### src/rtl/spmv_mem_arb.sv
// Arbitrates the SpMV fetch engines onto one DCP memory port, remapping local to global transids.
// Optional SPMV_ARB_FIXED_PRIO_EN: fixed priority (lowest index wins) instead of round-robin.
`ifndef DCP_PADDR_MASK
`define DCP_PADDR_MASK 40
`endif
`ifndef DCP_NOC_RES_DATA_SIZE
`define DCP_NOC_RES_DATA_SIZE 64
`endif

module spmv_mem_arb #(
  parameter int NUM_REQ   = 3,
  parameter int TID_W     = 6,
  parameter int MAX_OUTST = 64
) (
  input  logic                                      clk,
  input  logic                                      rst_n,
  input  logic                                      spmv_init,
  input  logic [NUM_REQ-1:0]                        req_val,
  output logic [NUM_REQ-1:0]                        req_rdy,
  input  logic [NUM_REQ-1:0][`DCP_PADDR_MASK-1:0]   req_addr,
  input  logic [NUM_REQ-1:0][TID_W-1:0]             req_transid,
  input  logic                                      mem_req_rdy,
  output logic                                      mem_req_val,
  output logic [TID_W-1:0]                          mem_req_transid,
  output logic [`DCP_PADDR_MASK-1:0]                mem_req_addr,
  input  logic                                      mem_resp_val,
  input  logic [TID_W-1:0]                          mem_resp_transid,
  input  logic [`DCP_NOC_RES_DATA_SIZE-1:0]         mem_resp_data,
  output logic [NUM_REQ-1:0]                        resp_val,
  output logic [TID_W-1:0]                          resp_transid,
  output logic [`DCP_NOC_RES_DATA_SIZE-1:0]         resp_data,
  output logic [TID_W:0]                            outst_cnt,
  output logic                                      idle,
  output logic                                      err
);
  localparam int IW    = (NUM_REQ > 1) ? $clog2(NUM_REQ) : 1;
  localparam int DEPTH = 1 << TID_W;
  localparam int AW    = `DCP_PADDR_MASK;

  logic                 r_out_vld;
  logic [AW-1:0]        r_out_addr;
  logic [TID_W-1:0]     r_out_tid;
  logic [DEPTH-1:0]     r_busy;
  logic [IW-1:0]        r_owner [DEPTH];
  logic [TID_W-1:0]     r_ltid  [DEPTH];
  logic [TID_W:0]       r_cnt;
  logic                 r_err;

  logic                 w_free_vld;
  logic [TID_W-1:0]     w_free_tid;
  logic                 w_gnt_vld;
  logic [IW-1:0]        w_gnt_idx;
  logic                 w_can_grant;
  logic                 w_grant;
  logic                 w_resp_hit;
  logic                 w_resp_bad;
  logic [IW-1:0]        w_start;

`ifdef SPMV_ARB_FIXED_PRIO_EN
  assign w_start = '0;
`else
  logic [IW-1:0]        r_rr;
  assign w_start = r_rr;
`endif

  // Lowest free tid only looks at registered busy bits, so a tid freed this cycle waits a cycle.
  always_comb begin
    w_free_vld = 1'b0;
    w_free_tid = '0;
    for (int t = DEPTH - 1; t >= 0; t--) begin
      if (!r_busy[t]) begin
        w_free_vld = 1'b1;
        w_free_tid = TID_W'(t);
      end
    end
  end

  always_comb begin
    int j;
    w_gnt_vld = 1'b0;
    w_gnt_idx = '0;
    for (int k = NUM_REQ - 1; k >= 0; k--) begin
      j = int'(w_start) + k;
      if (j >= NUM_REQ) j = j - NUM_REQ;
      if (req_val[j]) begin
        w_gnt_vld = 1'b1;
        w_gnt_idx = IW'(j);
      end
    end
  end

  assign w_can_grant = (!r_out_vld || mem_req_rdy) && w_free_vld &&
                       (r_cnt < (TID_W+1)'(MAX_OUTST));
  assign w_grant     = w_can_grant && w_gnt_vld;
  assign w_resp_hit  = mem_resp_val && r_busy[mem_resp_transid];
  assign w_resp_bad  = mem_resp_val && !r_busy[mem_resp_transid];

  always_comb begin
    req_rdy  = '0;
    resp_val = '0;
    if (w_grant) req_rdy[w_gnt_idx] = 1'b1;
    if (w_resp_hit) resp_val[r_owner[mem_resp_transid]] = 1'b1;
  end

  assign resp_transid    = r_ltid[mem_resp_transid];
  assign resp_data       = mem_resp_data;
  assign mem_req_val     = r_out_vld;
  assign mem_req_addr    = r_out_addr;
  assign mem_req_transid = r_out_tid;
  assign outst_cnt       = r_cnt;
  assign idle            = (r_cnt == '0) && !r_out_vld;
  assign err             = r_err;

  always_ff @(posedge clk or negedge rst_n) begin
    if (!rst_n) begin
      r_out_vld  <= 1'b0;
      r_out_addr <= '0;
      r_out_tid  <= '0;
      r_busy     <= '0;
      r_cnt      <= '0;
      r_err      <= 1'b0;
      for (int t = 0; t < DEPTH; t++) begin
        r_owner[t] <= '0;
        r_ltid[t]  <= '0;
      end
    end else begin
      if (w_grant) begin
        r_out_vld           <= 1'b1;
        r_out_addr          <= req_addr[w_gnt_idx];
        r_out_tid           <= w_free_tid;
        r_busy[w_free_tid]  <= 1'b1;
        r_owner[w_free_tid] <= w_gnt_idx;
        r_ltid[w_free_tid]  <= req_transid[w_gnt_idx];
      end else if (r_out_vld && mem_req_rdy) begin
        r_out_vld <= 1'b0;
      end
      if (w_resp_hit) r_busy[mem_resp_transid] <= 1'b0;
      if (w_grant && !w_resp_hit)      r_cnt <= r_cnt + 1'b1;
      else if (!w_grant && w_resp_hit) r_cnt <= r_cnt - 1'b1;
      if (spmv_init)       r_err <= 1'b0;
      else if (w_resp_bad) r_err <= 1'b1;
    end
  end

`ifndef SPMV_ARB_FIXED_PRIO_EN
  always_ff @(posedge clk or negedge rst_n) begin
    if (!rst_n) begin
      r_rr <= '0;
    end else if (spmv_init) begin
      r_rr <= '0;
    end else if (w_grant) begin
      r_rr <= (int'(w_gnt_idx) == NUM_REQ - 1) ? '0 : w_gnt_idx + 1'b1;
    end
  end
`endif

endmodule
### config.mk
export PLATFORM = sky130hd
export DESIGN_NAME = spmv_mem_arb
export DESIGN_NICKNAME = d
export VERILOG_FILES = /design/src/rtl/spmv_mem_arb.sv
export SDC_FILE = /design/constraint.sdc
export NUM_CORES = 1
export LEC_CHECK = 0
export CAP_MARGIN = 20
export CORE_ASPECT_RATIO = 1.5
export CORE_MARGIN = 4
export CORE_UTILIZATION = 30
export DETAILED_ROUTE_END_ITERATION = 10
export DONT_BUFFER_PORTS = 1
export PLACE_DENSITY_LB_ADDON = 0.3
export SYNTH_ARGS = -nofsm -noshare
export SYNTH_HDL_FRONTEND = slang
export SYNTH_SLANG_ARGS = --single-unit
### constraint.sdc
create_clock -name clk -period 5.3 [get_ports clk]
set_input_delay 0.265 -clock clk [delete_from_list [all_inputs] [get_ports clk]]
set_output_delay 0.265 -clock clk [all_outputs]
set_load 0.05 [all_outputs]
After elaboration in Yosys (flattened, before gate mapping) --
Index checks and enable logic that the tools add are counted.
Word-level totals: flip-flop bits (word level) 633, bits of input ports 216, output and inout port bits 132, word-level logic and storage cells 376
Cells by class: $add $sub $neg 8, order comparisons 18, equal/unequal tests 1, multiplexer cells 185, bitwise logic cells 5, reductions and logical operators 24
Operators by type and width (number):
- $mux 6 | 68
- $bwmux 384 | 1
- $bwmux 128 | 1
- $mux 64 | 2
- $lt 32x4->1 const B | 3
- $mux 32 | 3
- $mux 1 | 82
- $bmux 40 s2 | 1
- $and 64x64->64 | 1
- $not 64->64 | 1
- $or 64x64->64 | 1
- $mux 40 | 1
- $bmux 6 s6 | 1
- $demux 6 s6 | 1
- $mux 2 | 9
- $ge 7x7->1 const B | 2
- $logic_and 1x1->1 | 14
- $lt 6x7->1 const B | 2
- $mux 7 | 2
- $not 6->7 | 2
- $bmux 2 s6 | 1
- $bmux 6 s2 | 1
- $demux 1 s6 | 2
- $demux 2 s6 | 1
- 23 further kinds | 38

Logic depth before layout (Yosys ltp) --
depth in word-level cells 72, mapped depth 21, depth with buffers taken out 17

Worst setup path after synthesis --
OpenSTA, ideal clock, no wires.
path type in2reg, from input mem_resp_transid[2], to register r_cnt[6] (netlist: outst_cnt[6]), library setup time 0.145 ns, arrival time 4.000 ns, required time 5.155 ns, path slack 1.155 ns, stages 20, buffers on the path 4, path through clkbuf_1 buf_2 mux4_2 mux2_2 nand2_1 o2111ai_1 o31ai_1 clkbuf_1 buf_2 ha_1 inv_1 ha_1 nor2b_1 o21ai_0 nand2b_1 a21o_1 a21oi_1 xnor2_1 nor2_1 xor2_1
On the way: word-level cells in the longest chain between the ends 6, elaborated cells between the ends (all ways) 8, those cells by class 3 x mux; 5 x reduce/logical
Ends and longest elaborated chain:
- start: declaration | RTL line 27 | input logic [TID_W-1:0] mem_resp_transid,
- $bmux 1 s6 (*) | RTL line 95 | assign w_resp_hit = mem_resp_val && r_busy[mem_resp_transid];
- $mux 1 (not written as such) (*) | RTL line 95
- $logic_and 1x1->1 (*) | RTL line 95
- $logic_not 1->1 | RTL line 138 | if (w_grant && !w_resp_hit) r_cnt <= r_cnt + 1'b1;
- $logic_and 1x1->1 | RTL line 138
- $mux 7 / $reduce_bool 2->1 (equally long branches)
- end signal: assignment | RTL line 138
- end signal: assignment | RTL line 139 | else if (!w_grant && w_resp_hit) r_cnt <= r_cnt - 1'b1;
- end: declaration | RTL line 46 | logic [TID_W:0] r_cnt;
Mark *: on every way between the ends. The rest lies on a longest branch, timed or not. The select of a mux whose other input is x is not followed. A chain may end at the register's enable or synchronous reset.

Final worst setup path --
from register r_busy[34], to register r_owner[76] in the netlist's numbering
On the way: word-level cells in the longest chain between the ends 41, elaborated cells between the ends (all ways) 80, those cells by class 2 x order compare; 73 x mux; 1 x bitwise; 4 x reduce/logical
Ends and longest elaborated chain:
- start: declaration | RTL line 43 | logic [DEPTH-1:0] r_busy;
- start signal: assignment | RTL line 119 | r_busy <= '0;
- start signal: indexed assignment | RTL line 131 | r_busy[w_free_tid] <= 1'b1;
- start signal: indexed assignment | RTL line 137 | if (w_resp_hit) r_busy[mem_resp_transid] <= 1'b0;
- $mux 6 (35 in a row) | RTL line 71 | if (!r_busy[t]) begin
- $not 6->7 (not written as such) | RTL line 132 | r_owner[w_free_tid] <= w_gnt_idx;
- $ge 7x7->1 (not written as such) / $lt 7x1->1 (equally long branches) | RTL line 132
- $logic_and 1x1->1 (not written as such) | RTL line 132
- $mux 2 (not written as such) | RTL line 132
- $demux 2 s6 | RTL line 132
- $bwmux 128 | RTL line 132
- end signal: indexed assignment | RTL line 132
- end: declaration | RTL line 44 | logic [IW-1:0] r_owner [DEPTH];
Parallel ways exist; a longest one is shown, timed or not.

==> results.py <==
metrics = {
    "outcome": {
        "status": "complete, but fails checks",
        "violations": "negative hold slack, max-slew violations",
    },
    "floorplanning": {
        "core_um2": 98600,
        "start_util_pct": 30.3,
        "die_area_um2": 105000,
        "ios": 348,
        "die-height_um": 394,
        "rows": 141,
        "die_w_um": 266,
    },
    "clock_network": {
        "cts_tree": "built",
        "clockBufferDepth": 3,
        "clkSinkCount": 633,
        "clock_latency_ns": 0.66,
        "htreeDepth": 2,
        "postCtsHoldBufs": 81,
        "cts_buffers": 60,
        "postCtsSetupRepairBufs": 0,
        "clkTransAtPathRegs_ns": 0.07,
        "ctsResizeCount": 0,
        "cts_root_buf": "clkbuf_16",
    },
    "logic_synthesis": {
        "yosys.area.top_type": "dfrtp_1",
        "ys_warn_count": 0,
        "synth_fa_ha_area_share_pct": 0.511,
        "ys_types": 78,
        "synth_seq_area_share_pct": 53.1,
        "synth.mux.area_fraction_pct": 14.5,
        "syn_area_um2": 29800,
        "syn-num-nets": 2860,
        "synth_area_per_cell_um2": 11.3,
        "yosysTopAreaCellShare_pct": 53.1,
        "yosys.area_share.simple_pct": 7.63,
        "postSynthCellCount": 2634,
        "synth_edf_count": 0,
        "synth_compound_area_share_pct": 19.4,
        "ys_ff_latch": 633,
        "synth-xor-area-share_pct": 0.205,
        "synth_top_family_by_area": "compound AO/OA/AOI/OAI gates",
        "synth.area.top_cells": "dfrtp_1 53%, mux2_2 13%, a22oi_1 6.3%",
        "ys_async_sr_fraction_pct": 100,
        "ys.flop_type": "dfrtp_1",
    },
    "timing": {
        "rsz0062_at_grt": "no",
        "maxSlewHeadroom_pct": -127,
        "setup_tns_ns": 0,
        "finalHoldViolCount": 463,
        "fmax_mhz": 236,
        "worst_pin_slew_ns": 3.40,
        "min_period_ns": 4.24,
        "setup_viol": 0,
        "skew_ns": 0.0218,
        "finalWorstSetupSlack_ns": 1.06,
        "maxSlewViolCount": 517,
        "hold_ws_ns": -0.589,
        "period_share_pct": 80.0,
    },
    "power_and_ir_drop": {
        "power.switching_mw": 6.44,
        "p_seq_share_pct": 42.6,
        "power.density_nw_per_um2": 473,
        "ir_worst_vdd_mv": 0.326,
        "p_total_mw": 16.0,
        "switching_share_pct": 40.2,
        "comb_power_share_pct": 28.8,
        "pwr-share-clk_pct": 28.6,
        "p_leak_nw": 14.6,
        "p_int_mw": 9.59,
    },
    "detailed_routing": {
        "route.detailed.drc": 0,
        "postRouteAntennaNets": 0,
        "wl_mm": 115,
        "drtIter0Drc": 2405,
        "drtPass1Iterations": 5,
        "viasPerCell": 5.82,
        "wl_per_cell_um": 29.3,
        "vias": 22900,
    },
    "finish": {
        "final_cell_mix": "633 x dfrtp_1, 356 x mux2_2, 258 x o21ai_0",
        "fin_util_pct": 34.4,
        "syn_to_final_growth_pct": 13.7,
        "final_common_cell": "dfrtp_1",
        "nets": 2820,
        "instances_no_fill": 3933,
        "fin_area_um2": 33900,
        "drive_above_1_share_pct": 22.9,
    },
    "placed_design": {
        "place_hpwl_mm": 76.9,
        "port_buffers": 0,
        "pre_cts_ws_ns": 1.13,
        "placed_area_um2": 31000,
        "dp.cells": 3738,
        "gp_congestion": 0.901,
    },
    "grt": {
        "first_global_vias": 23400,
        "grt-ovfl-total": 0,
        "grtUsageTotal_pct": 21.2,
        "grt_pass1_wl_mm": 166,
        "grt_max_degree": 634,
        "grt_antenna_before_repair": 4,
    },
    "worst_setup_path": {
        "required_ns": 5.83,
        "path_class": "register to register",
        "cp-end-kind": "register",
        "reg2reg_to": "r_owner[76]$_DFFE_PN0P_",
        "crit_end": "r_owner[76]$_DFFE_PN0P_",
        "startpoint": "r_busy[34]$_DFF_PN0_",
        "r2r-start": "r_busy[34]$_DFF_PN0_",
        "critPathLaunchType": "register",
        "arrival_ns": 4.77,
        "reg2reg_depth": 9,
        "cp_max_fo": 29,
        "r2r_slack_ns": 1.06,
    },
    "run": {
        "maxCapViolCount": 0,
    },
    "hold_path": {
        "hp-class": "primary input to async pin",
    },
}
## synthesized netlist by cell type (7+ instances only)
cell type    n
a21o_1       8
a21oi_1    135
a21oi_2      9
a221o_1      7
a221oi_1    20
a22o_1      54
a22oi_1    252
a31oi_1     12
a41oi_1      8
and2_1      12
and3_1       7
buf_1       18
buf_2       27
buf_4       65
clkbuf_1   148
dfrtp_1    633
ha_1         9
inv_1       42
mux2_1       7
mux2_2     356
mux4_2       8
nand2_1    145
nand2b_1    15
nand3_1     19
nand4_1     79
nor2_1      80
nor2_2      11
nor2_4       9
nor2b_1     14
nor3_1      13
o21ai_0    258
o22a_1      28
o32a_1      10
## worst max-delay path, stage by stage (launching register included)
cell and delay (ns):
dfrtp_1 0.48, nand2b_1 0.14, a21boi_0 0.09, nor4_1 0.70
a211o_1 0.27, a41o_1 0.72, nand4b_1 0.17, buf_4 0.33
nor2_2 0.77, mux2_2 0.42
## logic make-up after synthesis
kind of cell | count (synthesis)
fa+ha+maj | 12
xor+xnor | 7
mux | 376
flops | 633
simple gates | 442
buf+inv | 300
compound gates | 864
## power by group through the flow
stage	logic [mW]	clock network, mW	registers, mW
2_1_floorplan	2.99	0	6.67
3_3_place_gp	4.32	0	6.88
3_5_place_dp	4.39	0	6.91
4_1_cts	4.60	4.68	6.82
5_1_grt	4.93	4.83	6.91
6_report	4.62	4.59	6.83
## layer usage
layer / routed length, um / vias up / global-route usage, % / share of wire (%)
met3: 8300 / 299 / 3.93 / 7.2
li1: - / 9730 / - / -
met5: 0 / - / 0 / 0
met2: 56700 / 1066 / 36.6 / 49
met4: 7900 / 0 / 12.4 / 6.8
met1: 42500 / 11800 / 24.4 / 37
## cell type report
type | count | area (um2)
Fill cell | 9730 | 64700
Antenna cell | 3 | 7.51
Clock inverter | 26 | 349
Sequential cell | 633 | 15800
Tap cell | 1287 | 1610
Clock buffer | 85 | 1710
Inverter | 42 | 158
Timing Repair Buffer | 156 | 1450
Multi-Input combinational cell | 1701 | 12800
## sequential cells by signal, indices dropped and copies added (netlist names)
signal / cells
r_ltid: 384
err: 1
r_busy: 64
r_rr: 2
mem_req_addr: 40
mem_req_val: 1
r_owner: 128
outst_cnt: 7
mem_req_transid: 6
## how the worst min path moves through the flow
stage | end | start | slack (ns)
after floorplan | err$_DFFE_PN0P_ | rst_n | -0.03
after global placement | r_ltid[263]$_DFFE_PN0P_ | rst_n | 0.05
after detailed placement | r_ltid[276]$_DFFE_PN0P_ | rst_n | 0.05
after CTS | r_owner[57]$_DFFE_PN0P_ | rst_n | -0.66
after global routing | r_ltid[197]$_DFFE_PN0P_ | rst_n | -0.63
final | r_ltid[276]$_DFFE_PN0P_ | rst_n | -0.59
No activity file was read; power rests on OpenSTA's default activity.
